## src/rtl/imem_loader_pkg.sv

```systemverilog
// Shared loader definitions: FSM state encoding and stream count width.
// The CHECK state only exists when LOADER_CHECKSUM_EN is defined.
package imem_loader_pkg;

    localparam int unsigned COUNT_W = 16;

    typedef enum logic [2:0] {
        StCntLo,
        StCntHi,
        StWord,
        StWrite,
`ifdef LOADER_CHECKSUM_EN
        StCheck,
`endif
        StFinish,
        StDone,
        StError
    } loader_state_e;

endpackage

```

## src/rtl/imem_loader_byte_packer.sv

```systemverilog
// Packs four little-endian stream bytes into a 32-bit word.
// word_ready pulses combinationally with the accepted 4th byte; word is valid in that cycle.
module imem_loader_byte_packer (
    input  logic        clk,
    input  logic        reset,
    input  logic        byte_valid,
    input  logic [7:0]  byte_data,
    output logic        word_ready,
    output logic [31:0] word
);

    logic [1:0]  cnt_q;
    logic [23:0] shift_q;

    always_ff @(posedge clk or posedge reset) begin
        if (reset) begin
            cnt_q   <= 2'd0;
            shift_q <= 24'd0;
        end else if (byte_valid) begin
            cnt_q   <= cnt_q + 2'd1;
            shift_q <= {byte_data, shift_q[23:8]};
        end
    end

    assign word_ready = byte_valid && (cnt_q == 2'd3);
    assign word       = {byte_data, shift_q};

endmodule

```

## src/rtl/imem_loader.sv

```systemverilog
// Boot loader: packs a counted byte stream into instruction words, writes them to imem and
// releases the core reset when done. Define LOADER_CHECKSUM_EN for a trailing XOR checksum byte.
module imem_loader
    import imem_loader_pkg::*;
#(
    parameter int unsigned ADDR_WIDTH = 8,
    parameter int unsigned BASE_ADDR  = 0
) (
    input  logic                  clk,
    input  logic                  reset,
    input  logic                  in_valid,
    input  logic [7:0]            in_data,
    output logic                  in_ready,
    output logic                  mem_we,
    output logic [ADDR_WIDTH-1:0] mem_addr,
    output logic [31:0]           mem_wdata,
    output logic                  cpu_reset,
    output logic                  done,
    output logic                  error
);

    localparam int unsigned MAX_WORDS = (32'd1 << ADDR_WIDTH) - BASE_ADDR;
    localparam logic [ADDR_WIDTH-1:0] BASE = ADDR_WIDTH'(BASE_ADDR);

    loader_state_e         state_q, state_d;
    logic [COUNT_W-1:0]    count_q, count_d;
    logic [COUNT_W-1:0]    words_q, words_d;
    logic [ADDR_WIDTH-1:0] addr_q, addr_d;
    logic [31:0]           wdata_q, wdata_d;
    logic [COUNT_W-1:0]    n_full;
    logic                  pack_valid;
    logic                  word_ready;
    logic [31:0]           packed_word;
`ifdef LOADER_CHECKSUM_EN
    logic [7:0]            csum_q, csum_d;
`endif

    assign pack_valid = in_valid && (state_q == StWord);
    assign n_full     = {in_data, count_q[7:0]};

    imem_loader_byte_packer u_packer (
        .clk        (clk),
        .reset      (reset),
        .byte_valid (pack_valid),
        .byte_data  (in_data),
        .word_ready (word_ready),
        .word       (packed_word)
    );

    always_comb begin
        state_d   = state_q;
        count_d   = count_q;
        words_d   = words_q;
        addr_d    = addr_q;
        wdata_d   = wdata_q;
        in_ready  = 1'b0;
        mem_we    = 1'b0;
        cpu_reset = 1'b1;
        done      = 1'b0;
        error     = 1'b0;
`ifdef LOADER_CHECKSUM_EN
        csum_d    = csum_q;
`endif
        unique case (state_q)
            StCntLo: begin
                in_ready = 1'b1;
                if (in_valid) begin
                    count_d[7:0] = in_data;
                    state_d      = StCntHi;
                end
            end
            StCntHi: begin
                in_ready = 1'b1;
                if (in_valid) begin
                    count_d = n_full;
                    if (n_full == '0) begin
`ifdef LOADER_CHECKSUM_EN
                        state_d = StCheck;
`else
                        state_d = StFinish;
`endif
                    end else if (32'(n_full) > MAX_WORDS) begin
                        state_d = StError;
                    end else begin
                        state_d = StWord;
                    end
                end
            end
            StWord: begin
                in_ready = 1'b1;
`ifdef LOADER_CHECKSUM_EN
                if (in_valid) csum_d = csum_q ^ in_data;
`endif
                if (word_ready) begin
                    wdata_d = packed_word;
                    state_d = StWrite;
                end
            end
            StWrite: begin
                mem_we  = 1'b1;
                addr_d  = addr_q + ADDR_WIDTH'(1);
                words_d = words_q + COUNT_W'(1);
                if (words_q == count_q - COUNT_W'(1)) begin
`ifdef LOADER_CHECKSUM_EN
                    state_d = StCheck;
`else
                    state_d = StFinish;
`endif
                end else begin
                    state_d = StWord;
                end
            end
`ifdef LOADER_CHECKSUM_EN
            StCheck: begin
                in_ready = 1'b1;
                if (in_valid) state_d = (in_data == csum_q) ? StFinish : StError;
            end
`endif
            StFinish: state_d = StDone;
            StDone: begin
                done      = 1'b1;
                cpu_reset = 1'b0;
            end
            StError: error = 1'b1;
            default: state_d = StError;
        endcase
    end

    always_ff @(posedge clk or posedge reset) begin
        if (reset) begin
            state_q <= StCntLo;
            count_q <= '0;
            words_q <= '0;
            addr_q  <= BASE;
            wdata_q <= 32'd0;
`ifdef LOADER_CHECKSUM_EN
            csum_q  <= 8'd0;
`endif
        end else begin
            state_q <= state_d;
            count_q <= count_d;
            words_q <= words_d;
            addr_q  <= addr_d;
            wdata_q <= wdata_d;
`ifdef LOADER_CHECKSUM_EN
            csum_q  <= csum_d;
`endif
        end
    end

    assign mem_addr  = addr_q;
    assign mem_wdata = wdata_q;

endmodule
```

## config.mk

```make
export PLATFORM = sky130hd
export DESIGN_NAME = imem_loader
export DESIGN_NICKNAME = d
export VERILOG_FILES = /design/src/rtl/imem_loader_pkg.sv /design/src/rtl/imem_loader_byte_packer.sv /design/src/rtl/imem_loader.sv
export SDC_FILE = /design/constraint.sdc
export NUM_CORES = 1
export LEC_CHECK = 0
export CAP_MARGIN = 0
export CORE_MARGIN = 2
export CORE_UTILIZATION = 60
export CTS_BUF_LIST = sky130_fd_sc_hd__clkbuf_4 sky130_fd_sc_hd__clkbuf_8 sky130_fd_sc_hd__clkbuf_16
export DETAILED_ROUTE_END_ITERATION = 10
export GPL_TIMING_DRIVEN = 0
export PLACE_DENSITY = 0.94
export REMOVE_ABC_BUFFERS = 1
export SKIP_LAST_GASP = 1
export SLEW_MARGIN = 30
export SYNTH_ARGS = -nofsm -noshare
export SYNTH_HDL_FRONTEND = slang
export SYNTH_SLANG_ARGS = --single-unit
```

## constraint.sdc

```tcl
create_clock -name clk -period 6.54 [get_ports clk]
set_input_delay 0.654 -clock clk [delete_from_list [all_inputs] [get_ports clk]]
set_output_delay 0.654 -clock clk [all_outputs]
set_load 0.02 [all_outputs]
```

Word-level counts from Yosys, hierarchy flattened. Index checks and enable logic that the tools add are counted.

Input port bits: 11. Logic and storage cells: 50. Flip-flop bits (word level): 101. Output and inout bits: 45.

Bitwise logic cells: 2. Order comparisons: 1. Muxes and demuxes: 14. Eq/ne operators: 11. Reductions and logical operators: 10. $add $sub $neg: 4.

Operator list (number): $mux W3 (6); $pmux W3 S6 (1); $add A16 B1 Y16 const B (1); $eq A16 B16 Y1 (1); $gt A16 B9 Y1 const B (1); $logic_not A16 Y1 (1); $pmux W8 S2 (1); $sub A16 B1 Y16 const B (1); $eq A3 B3 Y1 const B (3); $add A8 B1 Y8 const B (1); $mux W8 (1); $eq A3 B2 Y1 const B (2); $mux W1 (5); $ne A2 B2 Y1 const B (2); $reduce_and A2 Y1 (2); $reduce_and A4 Y1 (1); $eq A3 B1 Y1 const B (1); $logic_not A3 Y1 (1); $reduce_and A3 Y1 (1); $reduce_or A3 Y1 (1); $add A2 B1 Y2 const B (1); $eq A2 B2 Y1 const B (1); $logic_and A1 B1 Y1 (2); $ne A2 B1 Y1 const B (1); 2 further kinds (3).

Depth between registers and ports, before layout.
Depth in word-level cells: 5. Gate-level depth with buffers: 8. Gate-level depth less buffers: 8.

Cells and area by module. From an unflattened synthesis, not the netlist that was laid out.

Cells, all modules: 360. Area total of the unflattened synthesis: 4723.3 um2.

Modules (own cells, without submodules): imem_loader (area an instance 3580.9 um2, sequential area each 1876.8 um2, cells an instance 294, times used 1); imem_loader_byte_packer (area an instance 1142.3 um2, sequential area each 650.6 um2, cells an instance 66, times used 1).

Least setup slack after synthesis. Ideal clock, no wire load.

Path kind: register -> register. Start point: reg count_q[2]. End point: reg state_q[2]. Data required time: 6.474 ns. Library setup time: 0.066 ns. Arrival time: 2.119 ns. Period minus slack after synthesis: 2.186 ns. Setup slack: 4.354 ns. Path buffers: 1. Cell stages (with the launch flop): 8. Cell sequence: dfrtp_1 > buf_6 > nor4_2 > nand4b_1 > or4b_1 > xnor2_1 > a211oi_1 > a41o_1.

Cells in the longest elaborated chain, start to end: 5. Elaborated cells between the ends (all ways): 9. Classes of those cells: add/sub: 1; order compare: 1; eq/ne: 1; mux: 5; reduce/logical: 1.

Ends and longest elaborated chain: from (decl) (RTL line imem_loader.sv:26) `logic [COUNT_W-1:0] count_q, count_d;`; from (signal assigned) (RTL line imem_loader.sv:141) `count_q <= count_d;`; branches (longest 4 deep; another with $sub A16 B1 Y16); $pmux W3 S6 * (RTL line imem_loader.sv:64) `unique case (state_q)`; to (signal assigned) (RTL line imem_loader.sv:131) `state_q <= StCntLo;`; to (signal assigned) (RTL line imem_loader.sv:140) `state_q <= state_d;`; to (decl) (RTL line imem_loader.sv:25) `loader_state_e state_q, state_d;`.

Every way passes the cells marked *. The select of a mux whose other input is x is not followed. A chain may end at the register's enable or synchronous reset.

Worst setup path in the final report.
Start point: reg state_q[0]. End point: out mem_we.

Cells in the longest elaborated chain, start to end: 2.

Ends and longest elaborated chain: $eq A3 B2 Y1 (RTL line imem_loader.sv:64); $mux W1 (RTL line imem_loader.sv:64); to (decl) (RTL line imem_loader.sv:14) `output logic mem_we,`.

No other way between the ends.

==> summary.txt <==
STA
  – Slew headroom: ~39%
  – Final setup vio count: 0
  – Crit path time final: 3.10 ns
  – Fmax: about 320 MHz
  – Worst-Margin Slew: a little over 0.9 ns
  – Setup TNS: 0 ns
  – Post-Route Skew: about 0.010 ns
  – Final Cycle Share: a little under half
  – Final hold viol count: 0
  – Max-slew violation count: 0
  – Hold slack: just under 0.5 ns
  – RSZ-0062 raised after global routing: false

Die
  – Std-Cell Rows: 31
  – Ports: 56
  – Initial core utilization: around 62%
  – Full die area: 0.00834 mm2
  – Die X-Extent: about 91 um
  – Core area: ~0.0073 mm2
  – Die height: 91.3 um

Clocking
  – CTS tree: yes
  – Cts hold-fix bufs: 0
  – Clk_lat worst skew: approximately 0.37 ns
  – Setup Fix Bufs, Post-CTS: 0
  – Gates resized, CTS repair: 0
  – Clock Tree Buf Depth: 2
  – Clock Tree Root: clkbuf_8
  – TritonCTS Buffers: 9
  – H-Tree Depth: 3
  – Clock transition at path regs: between 0.1 and 0.15 ns
  – Sink Count: between 100 and 150

Pwr
  – Tot Pwr: 0.00252 W
  – Peak supply drop: ~0.3 mV
  – Power density cells: between 400 and 500 mW/mm2
  – Static Leak: about 2.3 nW

Global route
  – Global route overflow: 0
  – Initial antenna violation count: 0
  – First-pass GRT wire length: between 15,000 and 20,000 um
  – Largest net degree at the start of global routing: 59
  – Vias in the first global route: 3,194
  – Overall routing resource usage: 24.9%

Place
  – I/O Buffers: 55
  – DP HPWL: about 6800 um
  – Gpl congestion: ~0.85

Synthesis
  – Synth Instances: 357
  – Syn Std Cell Area: approximately 0.0046 mm2
  – Library cells used by synthesis: 50
  – Syn avg cell area: ~13 um2
  – Main synth FF type: dfrtp_1
  – Async set-reset flop share out of synthesis: 100%
  – Register area share after synthesis: a little under three fifths
  – Syn. warnings: 0
  – Post-synth EDFFs: 0
  – #FFs+latches synth: 101

Hold path
  – Hold path startpoint: u_packer.cnt_q[0]
  – Hold Crit Class: register to register

Routing
  – Initial drt markers: between 100 and 150
  – Avg Vias per Cell: 5.89
  – First-pass detailed-route iteration total: 4
  – Wire per inst: between 15 and 20 um
  – DR DRC count: 0
  – Post-DRT Antenna Nets: 0
  – Via Count: 3,040
  – DRT Wirelength: between 9000 and 10,000 um

Worst setup path
  – Crit path max fanout: 12
  – Crit. End Element: output port
  – Reg-to-reg startpoint: count_q[2]
  – CP Launch Type: register
  – R2R Setup Slk: ~4 ns
  – WP data required: between 5 and 6 ns
  – Crit path DAT: between 2 and 2.5 ns
  – Kind of critical path: register to output port
  – Crit path from: state_q[0]

Cells and area
  – Commonest non-fill, non-tap cells in the layout: dfrtp_1, mux2_2, clkdlybuf4s50_1
  – Layout Utilization: 74.0%
  – Commonest non-fill, non-tap cell in the layout: dfrtp_1
  – Share of layout cells above drive strength 1: between 20% and 30%
  – Diode count: 0
  – Final nets: roughly 430
  – Synth-to-layout area growth: 18.5%

Status
  – Status: completed

Flow run
  – Max_cap viols: 0
==> Yosys cell counts (all sizes together) (2+ instances only) <==
cell    count  area share (%)
nor3b       2            0.33
nand3b      2            0.33
a31oi       3            0.41
nor2b       5            0.68
nand4       9             1.2
clkbuf      8            0.66
or4         2            0.41
xor2       12             2.3
buf         6            0.79
a21o        2            0.33
a211oi      2            0.33
inv         7            0.57
nor4        5             1.1
and3        4            0.57
mux2       74              18
nand2b      4            0.55
nor2       10            0.82
ha          4             1.1
o21ai       5            0.55
nand3       8            0.88
xnor2      30             5.7
nor3        5            0.66
nand2      15             1.2
a21oi       9            0.98
nand4b      3            0.57
dfrtp     101              55
and2        5            0.68
==> registers in the layout, indices dropped and copies added (netlist names) <==
signal / cells
mem_addr: 8
state_q: 3
mem_wdata: 32
words_q: 16
count_q: 16
u_packer.cnt_q: 2
u_packer.shift_q: 24
==> final cells by class <==
cell class	instances	area [um2]
fillers	454	1910
clock inverters	7	60.1
flip-flops and latches	101	2530
inverters	7	31.3
clock buffers	9	124
well taps	99	124
repair buffers	58	601
multi-input cells	235	1960
==> path summary, 6_finish.rpt <==
check | to | cells past startpoint
min reg2reg | u_packer.cnt_q[0] | 1
min | u_packer.cnt_q[0] | 1
max in group asynchronous | count_q[12] | 3
max reg2reg | state_q[2] | 6
max | mem_we | 3
min in group asynchronous | mem_wdata[28] | 2
==> kinds of logic after synthesis <==
group	synth area share [%]
multiplexers	18.2
AND/OR/NAND/NOR	11.0
XOR/XNOR	8.04
adder cells (fa/ha/maj)	1.09
flip-flops	55.2
AO/OA/AOI/OAI	4.43
buffers and inverters	2.02
==> critical path, stage by stage, from the launching register on <==
cell	delay, ns
dfrtp_1	0.54
nand2_1	0.08
nor2_1	0.69
clkdlybuf4s50_1	0.76
==> stage by stage <==
stage               setup slack, ns  cells  area (um2)
floorplan                      3.24    343        4510
detailed placement             3.83    500        5240
global placement               2.01    497        5180
global route                   3.30    516        5420
CTS                            3.41    516        5420
finish                         3.44    516        5420
==> power by group <==
| group | switching, W | internal, W | leakage (nW) |
|---|---|---|---|
| registers | 0.000241 | 0.000875 | 1.28 |
| logic | 0.000475 | 0.000550 | 0.951 |
| clock network | 0.000232 | 0.000147 | 0.0973 |
| total | 0.000947 | 0.00157 | 2.32 |
==> per-layer routing <==
metal  wire length (um)  part of all wire, %  GRT usage, %
met4                237                  2.4          8.08
met1               3920                   40          30.7
met5                  0                    0             0
met3                572                  5.9          6.39
met2               4970                   51          43.0
Note: power is estimated with default switching activity, not from simulation.
